### src/rtl/share_mst_line_tx.sv
// share_mst_line_tx: packs WPL input words into one LINE_W line and issues
// each line as a single-cycle valid beat, paced by line requests from the
// MAC side. One job of LineCnt_i lines runs per Start_i.
// Optional build macro: SHARE_MST_TX_BSWAP_EN byte-reverses each word before
// it is packed (big-endian weight images).
module share_mst_line_tx #(
    parameter int LINE_W = 512,
    parameter int WORD_W = 64,
    parameter int CNT_W  = 16
) (
    input  logic              clk,
    input  logic              rst,
    input  logic              Start_i,
    input  logic [CNT_W-1:0]  LineCnt_i,
    output logic              Busy_o,
    output logic              Done_o,
    input  logic [WORD_W-1:0] WordData_i,
    input  logic              WordValid_i,
    output logic              WordReady_o,
    input  logic              LineReq_i,
    output logic [LINE_W-1:0] ShareMstLine_o,
    output logic              ShareMstValid_o,
    output logic [CNT_W-1:0]  LinesSent_o
);
    localparam int WPL   = LINE_W / WORD_W;
    localparam int IDX_W = (WPL > 1) ? $clog2(WPL) : 1;
    localparam logic [IDX_W-1:0] LAST_IDX = IDX_W'(WPL - 1);

    typedef enum logic [2:0] {
        S_IDLE, S_FILL, S_WAIT, S_SEND, S_DONE
    } state_e;

    state_e            state_q, state_d;
    logic [CNT_W-1:0]  cnt_q, cnt_d;
    logic [CNT_W-1:0]  sent_q, sent_d, sent_inc;
    logic [IDX_W-1:0]  idx_q, idx_d;
    logic              req_q, req_d;
    logic [LINE_W-1:0] pack_q, pack_d;
    logic [LINE_W-1:0] line_q, line_d;
    logic [WORD_W-1:0] word_in;

`ifdef SHARE_MST_TX_BSWAP_EN
    // Reverse byte order of the incoming word before packing
    always_comb begin
        word_in = '0;
        for (int b = 0; b < WORD_W / 8; b++)
            word_in[b*8 +: 8] = WordData_i[(WORD_W/8 - 1 - b)*8 +: 8];
    end
`else
    assign word_in = WordData_i;
`endif

    // Next-state logic: job sequencing, word packing, request merging
    always_comb begin
        state_d  = state_q;
        cnt_d    = cnt_q;
        sent_d   = sent_q;
        idx_d    = idx_q;
        req_d    = req_q;
        pack_d   = pack_q;
        line_d   = line_q;
        sent_inc = sent_q + CNT_W'(1);

        // Requests merge into one pending flag while a job is active
        if (state_q != S_IDLE && LineReq_i)
            req_d = 1'b1;

        case (state_q)
            S_IDLE: begin
                if (Start_i) begin
                    cnt_d   = LineCnt_i;
                    sent_d  = '0;
                    idx_d   = '0;
                    req_d   = 1'b0;
                    state_d = (LineCnt_i == '0) ? S_DONE : S_FILL;
                end
            end
            S_FILL: begin
                if (WordValid_i) begin
                    for (int k = 0; k < WPL; k++)
                        if (idx_q == IDX_W'(k))
                            pack_d[k*WORD_W +: WORD_W] = word_in;
                    if (idx_q == LAST_IDX) begin
                        idx_d   = '0;
                        state_d = S_WAIT;
                    end else begin
                        idx_d = idx_q + IDX_W'(1);
                    end
                end
            end
            S_WAIT: begin
                if (req_q || LineReq_i) begin
                    // Capture the packed line so later FILL cannot disturb it
                    line_d  = pack_q;
                    state_d = S_SEND;
                end
            end
            S_SEND: begin
                sent_d  = sent_inc;
                // The beat consumes the pending request; a new one this cycle wins
                req_d   = LineReq_i;
                state_d = (sent_inc == cnt_q) ? S_DONE : S_FILL;
            end
            S_DONE: state_d = S_IDLE;
            default: state_d = S_IDLE;
        endcase
    end

    // State and datapath registers with synchronous reset
    always_ff @(posedge clk) begin
        if (rst) begin
            state_q <= S_IDLE;
            cnt_q   <= '0;
            sent_q  <= '0;
            idx_q   <= '0;
            req_q   <= 1'b0;
            pack_q  <= '0;
            line_q  <= '0;
        end else begin
            state_q <= state_d;
            cnt_q   <= cnt_d;
            sent_q  <= sent_d;
            idx_q   <= idx_d;
            req_q   <= req_d;
            pack_q  <= pack_d;
            line_q  <= line_d;
        end
    end

    assign Busy_o          = (state_q != S_IDLE);
    assign Done_o          = (state_q == S_DONE);
    assign WordReady_o     = (state_q == S_FILL);
    assign ShareMstValid_o = (state_q == S_SEND);
    assign ShareMstLine_o  = line_q;
    assign LinesSent_o     = sent_q;

endmodule
### config.mk
export PLATFORM = sky130hd
export DESIGN_NAME = share_mst_line_tx
export DESIGN_NICKNAME = d
export VERILOG_FILES = /design/src/rtl/share_mst_line_tx.sv
export SDC_FILE = /design/constraint.sdc
export NUM_CORES = 2
export LEC_CHECK = 0
export ABC_CLOCK_PERIOD_IN_PS = 6110
export CORE_MARGIN = 10
export CORE_UTILIZATION = 53
export CTS_CLUSTER_SIZE = 20
export DETAILED_ROUTE_END_ITERATION = 8
export PLACE_DENSITY_LB_ADDON = 0.05
export SYNTH_ARGS = -nofsm -noshare
export SYNTH_HDL_FRONTEND = slang
export SYNTH_SLANG_ARGS = --single-unit
### constraint.sdc
create_clock -name clk -period 6.11 [get_ports clk]
set_clock_uncertainty 0.15 [all_clocks]
set_input_delay 0.9165 -clock clk [delete_from_list [all_inputs] [get_ports clk]]
set_output_delay 0.9165 -clock clk [all_outputs]
set_load 0.02 [all_outputs]
==> flow_summary.yaml <==
grt:
  grt_max_degree: 197
  antenna_found_initial: 1
  grt_pass1_vias: 30900
  gr-total-overflow: 0
  grtUsageTotal_pct: 28.9
  grt_pass1_wl_um: 187000
clock_tree:
  ctsRootBufferMaster: "clkbuf_16"
  cts_hold_buffers: 0
  htreeDepth: 3
  cts_buffers: 105
  cts_tree: "done"
  ctsResizeCount: 0
  cts_max_path_buffers: 3
  post_cts_buffers: 0
  clk_latency_ps: 660
  cts_sinks: 1063
  cts.clk_slew.worst_paths_ps: 70
sta:
  max_freq_ghz: 0.274
  layout_min_cycle_time_ps: 3650
  setup_violations: 0
  fin_crit_sh_pct: 59.7
  setup_slack_ps: 2460
  slew_headroom_pct: 24.8
  report.final.slew_viol_count: 0
  rsz0062_at_grt: "false"
  finalHoldViolations: 0
  worst_pin_slew_ps: 1130
  tns_ps: 0
synthesis:
  synth_top_area_share_pct: 56.9
  synthArstFlopShare_pct: 0
  synth-seq-cells: 1063
  syn-num-nets: 4912
  synth_top_cell_by_area: "dfxtp_1"
  ys_seq_area_share_pct: 56.9
  ys_types: 47
  synth_top_flop_cell: "dfxtp_1"
  synth_edf_count: 0
  synth_area_um2: 37400
  syn_avg_cell_area_um2: 7.77
  synth_area_leaders: "dfxtp_1 57%, nand2_1 21%, a21oi_1 14%"
  yosysWarnings: 0
  synth_cells: 4820
worst_setup_path:
  cpPeakStageDelay_ps: 710
  crit_type: "reg2out"
  cp_slowest_cell: "clkdlybuf4s50_1"
  path_max_fanout: 21
  crit_required_ps: 5040
  crit_chain: "nand3b_1, buf_4, inv_1, clkdlybuf4s50_1"
  endpoint_kind: "output port"
  worstPathArrival_ps: 2580
  start_kind: "flip-flop"
power_and_ir_drop:
  finalPower_uw: 15200
  p_leak_uw: 0.0152
  power_density_nw_per_um2: 322
  ir_drop_mv: 0.245
cells_and_area:
  drive_above_1_share_pct: 4.26
  nets: 5243
  fill_cells: 6097
  areaGrowthSynthToFinish_pct: 25.8
placement:
  io_buffers: 616
  place_ws_ps: 2210
  gp_congestion: 0.850
  hpwlAfterDp_um: 76100
die:
  start_util_pct: 53.5
  die_w_um: 286
  io_pins: 617
  die_area_um2: 81700
  core_area_um2: 70000
  fp.dieH_um: 286
  num_rows: 97
drt:
  routedWlPerCell_um: 20.2
  drcViolationCount: 0
  vias_per_cell: 5.38
  dr.pass1.iters: 6
  drt_wl_total_um: 125000
  vias: 33300
  ant_nets: 0
  drt_iter0_markers: 3365
outcome:
  status: "finished, final reports clean"
flow_run:
  drv_cap: 0
hold_path:
  hp-class: "reg2reg"
-- path summary, 6_finish.rpt --
| path | from | to | slack (ps) | cells after the start |
|---|---|---|---|---|
| worst min register to register | pack_q[135] | ShareMstLine_o[135] | 280 | 2 |
| worst min-delay path | pack_q[135] | ShareMstLine_o[135] | 280 | 2 |
| worst max register to register | state_q[0] | pack_q[147] | 2820 | 7 |
| worst max-delay path | state_q[2] | ShareMstValid_o | 2460 | 4 |
-- power breakdown --
| group | total, uW | internal, uW | leakage, uW | switching [uW] |
|---|---|---|---|---|
| clock | 6740 | 4000 | 0.00180 | 2740 |
| sequential | 7120 | 7040 | 0.00857 | 76.9 |
| combinational | 1300 | 275 | 0.00480 | 1020 |
-- through the flow --
stage / area (um2) / utilization [%] / std cells / hold WS, ps
2_1_floorplan: 37400 / - / 4820 / 282
3_3_place_gp: 43400 / 62.0 / 5984 / 287
3_5_place_dp: 43400 / 62.0 / 5984 / 291
4_1_cts: 47100 / 67.2 / 6180 / 298
5_1_grt: 47100 / 67.2 / 6181 / 301
6_report: 47100 / 67.2 / 6181 / 285
-- sequential cells by signal, summed over array words and instances, names as in the netlist --
| register | cells |
|---|---|
| LinesSent_o | 16 |
| ShareMstLine_o | 512 |
| cnt_q | 16 |
| idx_q | 3 |
| pack_q | 512 |
| req_q | 1 |
| state_q | 3 |
-- cells in the mapped netlist (all sizes together) (2+ instances only) --
cell type and count:
inv 10, or3 3, nor3 10, xor2 4
nand2 2108, a311oi 4, o21ai 12, nand4 5
nand2b 4, buf 70, xnor2 17, nand3b 4
nor4 8, ha 7, nor3b 3, nor2 35
and3 10, a22oi 3, a211oi 3, dfxtp 1063
and4 2, a21oi 1059, or4 2, nor2b 2
clkbuf 343, and2 2, nand3 11, a31oi 4
-- logic make-up (layout without fill, tap and decap cells) --
group                      after synthesis  in the layout  share of synthesized area [%]
and+or+nand+nor                       2211           2211                           22.7
AOI/OAI and AO/OA                     1095           1095                           14.8
DFF                                   1063           1063                           56.9
buffers and inverters                  423            843                           4.89
xor gates and xnor gates                21             21                          0.491
adders and majority gates                7              7                          0.234
other                                    0              1                              0
-- layout by cell type, fill, tap and decap left out, drive strengths merged, types with 2 or more instances in the layout --
cell type      Yosys  layout
inv               10      12
and3              10      10
a21oi           1059    1059
and4               2       2
nor3              10      10
a22oi              3       3
a31oi              4       4
dfxtp           1063    1063
buf               70      22
nand3b             4       4
nand3             11      11
nor2              35      35
clkinv             0      21
xnor2             17      17
or3                3       3
or4                2       2
a311oi             4       4
nand2b             4       4
ha                 7       7
nor2b              2       2
nor4               8       8
bufinv             0       9
nand2           2108    2108
clkbuf           343     159
clkdlybuf4s50      0     615
clkinvlp           0       5
nand4              5       5
o21ai             12      12
nor3b              3       3
xor2               4       4
a211oi             3       3
and2               2       2
-- per-layer routing --
layer  up-vias  wire length [um]  GRT usage [%]
li1      16100                 -              -
met1     15800             50300           35.9
met4         0              5360           12.4
met2      1116             59700           47.8
met3       237              9330           6.45
met5         -                 0              0
-- worst max-delay path, delay by kind of cell (launching register included) --
kind                   cells  cell delay [ps]
buffers and inverters      3             1340
and+or+nand+nor            1              200
DFF                        1              390
-- layout make-up --
class | instances | area, um2 | share of cell area (%)
diodes | 1 | 2.50 | 0.00532
clock buffers | 159 | 3200 | 6.81
inverters | 10 | 37.5 | 0.0797
clock inverters | 37 | 453 | 0.962
well taps | 940 | 1180 | 2.50
flip-flops and latches | 1063 | 21300 | 45.2
repair buffers | 637 | 6490 | 13.8
multi-input cells | 3334 | 14400 | 30.6
Note: power is estimated with default switching activity, not from simulation.
==> variant: new RTL, same settings <==
Set the parameter `CNT_W` to 32 (it was 16).
--- a/src/rtl/share_mst_line_tx.sv
+++ b/src/rtl/share_mst_line_tx.sv
@@ -8,3 +8,3 @@
     parameter int WORD_W = 64,
-    parameter int CNT_W  = 16
+    parameter int CNT_W  = 32
 ) (
Ports: changed (resized LineCnt_i and LinesSent_o); port bits go from 617 to 649. No check against the original RTL was run, so the function may have changed too.
==> variant against the original RTL <==
Wire length up 7.6%; clock power shrank 1%; sequential cell count up 32; critical path type is now flop to flop; area after synthesis up 5.6%; global-route usage grew 0.90 points; largest cell class unchanged; final area increased by 4.8%; setup slack got worse by 0.12 ns; combinational power fell by 44%; sequential share of layout area is 0.79 points lower; critical path depth up 2; power fell by 3.1%.
==> variant: results (changes against the original RTL) <==
ANT cells: 0 (was 1)
Largest net degree at the start of global routing: 206 (was 197)
Worst vdd ir: 0.000251 V (was 0.000245 V)
Hold EP: ShareMstLine_o[102] (was ShareMstLine_o[135])
Outcome: finished clean (unchanged)
Unique masters post-synth: 66 (was 47)
DR pass1 iterations: 5 (was 6)
Post-synthesis mux area share: 0.0538% (was 0%)
First-pass GRT wire length: 201000 um (was 187000 um)
RePlAce Congestion: 0.883 (was 0.850)
Final HPWL DP: 83700 um (was 76100 um)
Clock Power Share: 45.3% (was 44.5%)
DP Area: 45800 um2 (was 43400 um2)
CP max stage cell: and3_2 (was clkdlybuf4s50_1)
Hold_sp: pack_q[102] (was pack_q[135])
Dpl cells: 6305 (was 5984)
Vias per inst: 5.45 (was 5.38)
Seq/Total Area, Yosys: 55.4% (was 56.9%)
Adder-cell share of the synthesized area: 0.222% (was 0.234%)
Dpl ws: 2.12 ns (was 2.21 ns)
FF-to-FF setup slack: 2.34 ns (was 2.82 ns)
Ratio of cells with drive above 1 in the final layout: 4.32% (was 4.26%)
Gr usage total: 29.8% (was 28.9%)
CP top delay family: simple AND/OR/NAND/NOR gates (was buffers and inverters)
Syn_area_per_cell: 7.75 um2 (was 7.77 um2)
WHS: 0.292 ns (was 0.285 ns)
Initial DRC count: 3257 (was 3365)
Comb power frac: 5.0% (was 8.6%)
Internal: 11.3 mW (about the same)
Most area-consuming cells after synthesis: dfxtp_1 55%, nand2_1 20%, a21oi_1 14%, clkbuf_1 3.1%, buf_4 1.2% (was dfxtp_1 57%, nand2_1 21%, a21oi_1 14%, clkbuf_1 3.4%, buf_4 1.3%)
-- variant: how the worst max path moves through the flow --
stage,start,end,slack (ns),depth (start not counted)
2_1_floorplan,LinesSent_o[0],state_q[0],3.17,10
3_3_place_gp,WordValid_i,pack_q[165],2.19,6
3_5_place_dp,WordValid_i,pack_q[163],2.12,6
4_1_cts,state_q[0],pack_q[157],2.40,6
5_1_grt,state_q[0],pack_q[168],2.15,6
6_report,state_q[0],pack_q[157],2.34,6
-- variant: cell type report --
| class | count | area (um2) |
|---|---|---|
| timing repair buffer | 676 | 6860 |
| tap | 969 | 1210 |
| clock buffer | 154 | 3170 |
| clock inverter | 38 | 389 |
| inverter | 9 | 33.8 |
| multi-input combinational | 3556 | 15800 |
| fill | 6500 | 24800 |
| sequential | 1095 | 21900 |
-- variant: layer usage --
layer  track usage (%)  wire (um)
met2              47.6      62500
met4              14.1       6540
met3              8.97      12300
met5                 0         16
met1              36.3      52800
